## config.mk

```make
export PLATFORM = sky130hd
export DESIGN_NAME = ntsc_zbt_reader
export DESIGN_NICKNAME = d
export VERILOG_FILES = /design/src/rtl/ntsc_zbt_reader.sv
export SDC_FILE = /design/constraint.sdc
export NUM_CORES = 1
export LEC_CHECK = 0
export CORE_MARGIN = 4
export CORE_UTILIZATION = 39
export DETAILED_ROUTE_END_ITERATION = 7
export GPL_TIMING_DRIVEN = 0
export PLACE_DENSITY = 0.66
export SLEW_MARGIN = 20
export SYNTH_ARGS = -nofsm -noshare
export SYNTH_HDL_FRONTEND = slang
export SYNTH_SLANG_ARGS = --single-unit
```

## constraint.sdc

```tcl
create_clock -name clk -period 3.25 [get_ports clk]
set_clock_uncertainty 0.15 [all_clocks]
set_input_delay 0.975 -clock clk [delete_from_list [all_inputs] [get_ports clk]]
set_output_delay 0.975 -clock clk [all_outputs]
set_load 0.02 [all_outputs]
```

## src/rtl/ntsc_zbt_reader.sv

```systemverilog
// Display-side reader for the NTSC frame buffer in ZBT RAM: issues one word fetch
// per four pixels, four clocks ahead of use, and unpacks it to one luma byte per clock.
module ntsc_zbt_reader #(
    parameter int H_TOTAL  = 1344,
    parameter int V_TOTAL  = 806,
    parameter int H_ACTIVE = 1024,
    parameter int V_ACTIVE = 768
) (
    input  logic        clk,
    input  logic        reset_n,
    input  logic [10:0] hcount,
    input  logic [9:0]  vcount,
    input  logic        bob,
    input  logic [35:0] vram_read_data,
    output logic [18:0] vram_addr,
    output logic        vram_re,
    output logic [7:0]  vram_pixel
);

    logic [18:0] addr_q, addr_d;
    logic        re_q, re_d;
    logic [1:0]  tag_q, tag_d;
    logic [31:0] word_q, word_d;
    logic [7:0]  pixel_q, pixel_d;

    logic [11:0] xf_sum, xf;
    logic [10:0] vf_sum, vf;
    logic        fetch;
    logic [7:0]  byte_sel;
    logic        unused_tag_bits;

    // Parity bits of the ZBT word are not part of the luma data.
    assign unused_tag_bits = ^vram_read_data[35:32];

    // Fetch target is four pixels ahead, wrapping into the next line and frame.
    always_comb begin
        xf_sum = {1'b0, hcount} + 12'd4;
        vf_sum = {1'b0, vcount} + 11'd1;
        xf     = xf_sum;
        vf     = {1'b0, vcount};
        if (xf_sum >= 12'(H_TOTAL)) begin
            xf = xf_sum - 12'(H_TOTAL);
            vf = (vf_sum == 11'(V_TOTAL)) ? 11'd0 : vf_sum;
        end
        fetch = (xf[1:0] == 2'b00) && (xf < 12'(H_ACTIVE)) && (vf < 11'(V_ACTIVE));
    end

    always_comb begin
        addr_d = addr_q;
        re_d   = fetch;
        if (fetch) begin
            addr_d = {1'b0, vf[9:1], (bob ? 1'b0 : vf[0]), xf[9:2]};
        end
        // Tag emerges in the cycle the read data is on the bus.
        tag_d  = {tag_q[0], re_q};
        word_d = tag_q[1] ? vram_read_data[31:0] : word_q;
    end

    always_comb begin
        byte_sel = 8'h00;
        case (hcount[1:0])
            2'd0: byte_sel = word_q[31:24];
            2'd1: byte_sel = word_q[23:16];
            2'd2: byte_sel = word_q[15:8];
            2'd3: byte_sel = word_q[7:0];
            default: byte_sel = 8'h00;
        endcase
        pixel_d = 8'h00;
        if ((hcount < 11'(H_ACTIVE)) && (vcount < 10'(V_ACTIVE))) begin
            pixel_d = byte_sel;
        end
    end

    always_ff @(posedge clk or negedge reset_n) begin
        if (!reset_n) begin
            addr_q  <= '0;
            re_q    <= 1'b0;
            tag_q   <= '0;
            word_q  <= '0;
            pixel_q <= '0;
        end else begin
            addr_q  <= addr_d;
            re_q    <= re_d;
            tag_q   <= tag_d;
            word_q  <= word_d;
            pixel_q <= pixel_d;
        end
    end

    assign vram_addr  = addr_q;
    assign vram_re    = re_q;
    assign vram_pixel = pixel_q;

endmodule

```

==> impl_results.md, run 1 <==
* Outcome: finished, final reports clean
* Number of endpoints failing setup at the final stage at 0
* Worst R2R Start: tag_q[1]
* Share of the synthesized area in the top cell type at 45.2%
* Detailed placement HPWL at 5.77 mm
* Global Route Usage Sum at 16.1%
* CTS sink count at 61
* R2r setup slk at 1.51 ns
* Die Y at 101 um
* Final cell area excluding filler cells at 4620 um^2
* CP startpoint kind: primary input
* CTS Buf Count at 9
* Min-delay src: tag_q[0]
* Post-Layout Cell Count at 482
* # rows at 33
* CTS tree: done
* Slowest cell on crit path: or4_4
* VDD IR max at 0.360 mV
* Worst Hold End: tag_q[1]
* Worst rel slew slack at 48.0%
* Post-Route WL at 7.90 mm
* DRC violations left at 0
* DR vias/cell at 5.19
* Grt met3 use at 4.22%
* Hold Vio Cnt, Final at 0
* Async SR Flop Fraction at 100%
* Worst EP required at 3.32 ns
* Crit share post-route at 97.2%
* Root Driver: clkbuf_8
* Via count at 2500
* Total of max-cap violations at 0
* R2R Path End: word_q[12]
* Yosys reg bits at 61
* I/O Pins at 88
* DP Area at 4280 um^2
* M1 GR Usage at 20.1%
* Synth Cell Area at 3380 um^2
* Global-route wire length before repair at 12.7 mm
* Seq/Total Area, Yosys at 45.2%
* Leading area contributor after synthesis: dfrtp_1
* CP arrival at 3.22 ns
* Crit-path max cell delay at 0.51 ns
* Clk slew on worst S/H paths at 0.07 ns
* DRT Pass-1 Iters at 4
* Hold depth at 0
* Nets at 436
* Post-route ant nets at 0
* P_leak at 1.97 nW
* RSZ-0062 raised after global routing: no
* Antenna fix cells at 0
* Hold-fix buffers at CTS at 0
* Vias in the first global route at 2552
* Hold crit path type: flip-flop to flip-flop
* DP Cell Count at 459
* Antenna violations before repair at 0
* Ranking of synthesized cells by area: dfrtp_1, mux2_2, mux4_2
* Main synth FF type: dfrtp_1
* Port bufs at 75
* DR WL/cell at 16.4 um
* Die area at 10200 um^2
* Minimum clock period at 3.16 ns
* Mapped Cells at 278
* Worst path cell trace: dlygate4sd2_1 > ha_4 > nand4_4 > or4_4 > a21oi_2 > o21ai_4 > o21ai_2 > o211ai_4 > buf_8 > mux2_4
* Fmax at 317 MHz
* Unique masters post-synth at 57
* Post-Syn Area per Cell at 12.1 um^2
* Initial Utilization at 40.7%
* Least-Margin Pin Slew at 0.780 ns
* Crit-path max FO at 10
* Iter 0 DRT Violations at 109
* Critical Setup Path Class: primary input to flip-flop
* Yosys warnings at 0
* Most Crowded Layer GR: met2
* H-tree levels at 3
* Core footprint at 8300 um^2
* Clk buf depth at 2
* Pwr Density at 531 nW/um^2
* Max-slew violation count at 0
* Largest net degree at the start of global routing at 34
* Syn nets at 342
* R2R cell count at 3
* Die Width at 101 um
* Met2 usage at 26.9%
* Crit. End Element: flip-flop
* Area growth from synthesis to layout at 36.7%
* Clk_lat worst skew at 0.33 ns
* Routability cong. at 0.867
* Post-synth EDFFs at 0
* Total gr overflow at 0
* Number of fill cells at 721
* Layout cells sized above 1 at 30.5%
==> critical path: cells and delay by family <==
family	cells	cell delay, ns
compound gates	4	0.55
simple gates	2	0.66
mux	1	0.30
buf+inv	2	0.51
fa+ha+maj	1	0.21
==> sequential cells by signal, indices dropped and copies added (netlist names) <==
| register | cells |
|---|---|
| vram_re | 1 |
| vram_addr | 18 |
| vram_pixel | 8 |
| word_q | 32 |
| tag_q | 2 |
==> stage by stage <==
step	setup TNS (ns)	utilization [%]	setup WS (ns)	hold slack, ns	power [mW]
2_1_floorplan	0	-	0.0374	0.181	1.39
3_3_place_gp	-71.90	51.3	-0.961	0.188	1.68
3_5_place_dp	-16.50	51.5	-0.989	0.208	1.70
4_1_cts	0	55.2	0.0385	0.231	2.48
5_1_grt	0	55.6	0.00330	0.250	2.57
6_report	0	55.6	0.0910	0.226	2.45
==> layer usage <==
layer | routed length (um) | vias up
met3 | 383 | 8
met5 | 0 | -
li1 | - | 1202
met4 | 102 | 0
met1 | 3370 | 1220
met2 | 4040 | 70
==> final cells by class <==
cell class | instances | area, um^2 | area share [%]
multi-input cells | 187 | 1760 | 38.1
flip-flops and latches | 61 | 1530 | 33.1
repair buffers | 83 | 820 | 17.8
clock buffers | 10 | 138 | 2.98
well taps | 105 | 131 | 2.85
plain buffers | 18 | 113 | 2.44
clock inverters | 6 | 86.3 | 1.87
inverters | 12 | 45.0 | 0.976
==> cell families after synthesis <==
kind of cell	count (synthesis)	share of synthesized area (%)
other	1	0.111
multiplexers	59	23.0
buffers and inverters	30	4.45
AND/OR/NAND/NOR	68	12.2
XOR/XNOR	11	2.85
adder cells (fa/ha/maj)	4	1.48
AO/OA/AOI/OAI	44	10.7
flip-flops	61	45.2
==> synth_stat cells (2+ instances only) <==
| library cell | instances |
|---|---|
| o2bb2ai_1 | 3 |
| o21a_1 | 2 |
| buf_2 | 3 |
| nand4_1 | 4 |
| a21oi_1 | 10 |
| o211ai_1 | 3 |
| mux2_2 | 41 |
| and3_1 | 11 |
| clkbuf_1 | 6 |
| o22ai_1 | 2 |
| ha_1 | 4 |
| inv_1 | 12 |
| buf_1 | 3 |
| and2_1 | 2 |
| o21ai_0 | 7 |
| nor3b_1 | 2 |
| nor2_1 | 10 |
| dfrtp_1 | 61 |
| xor2_1 | 5 |
| nand2_1 | 11 |
| mux2_4 | 7 |
| nor3_1 | 4 |
| buf_6 | 3 |
| or3_1 | 2 |
| mux4_2 | 8 |
| buf_4 | 3 |
| nand3_1 | 11 |
| o21ai_2 | 2 |
| xnor2_1 | 6 |
| mux2i_1 | 3 |
==> worst max-delay path by stage <==
stage	startpoint	to	slack [ns]	cells past startpoint
2_1_floorplan	hcount[2]	vram_addr[10]	0.04	9
3_3_place_gp	hcount[2]	vram_addr[11]	-0.96	10
3_5_place_dp	hcount[2]	vram_addr[12]	-0.99	9
4_1_cts	hcount[7]	vram_addr[5]	0.04	9
5_1_grt	hcount[9]	vram_addr[17]	0.003	8
6_report	vcount[0]	vram_addr[12]	0.09	10
==> power breakdown <==
group          switching, mW  internal, mW
clock                  0.313         0.451
combinational          0.288         0.395
sequential            0.0813         0.923
==> timing repair <==
item                                    4_1_cts  5_1_grt
resized for setup                            15        9
endpoints found under the setup margin       19       16
endpoints found under the hold margin         0        0
pin swaps                                     3        4
buffers inserted                              4        3
==> placed cells by master (no fill, tap or decap), drive strengths merged, types with 12 or more instances in the layout <==
cell           Yosys  final
inv               12     12
clkdlybuf4s50      0     66
mux2              48     48
a21oi             12     12
dfrtp             61     61
clkbuf             6     17
buf               12     21
and3              12     12
(Power assumes the default switching activity.)
==> inputs of run 2 (changes only) <==
CTS_CLUSTER_SIZE = 10   (was unset)
==> results of run 2 <==
No change in the layout: final DEF, timing and power equal those of run 1.
==> inputs of run 3 (changes only) <==
TNS_END_PERCENT = 20   (was unset)
==> results of run 3 <==
No change in the layout: final DEF, timing and power equal those of run 1.
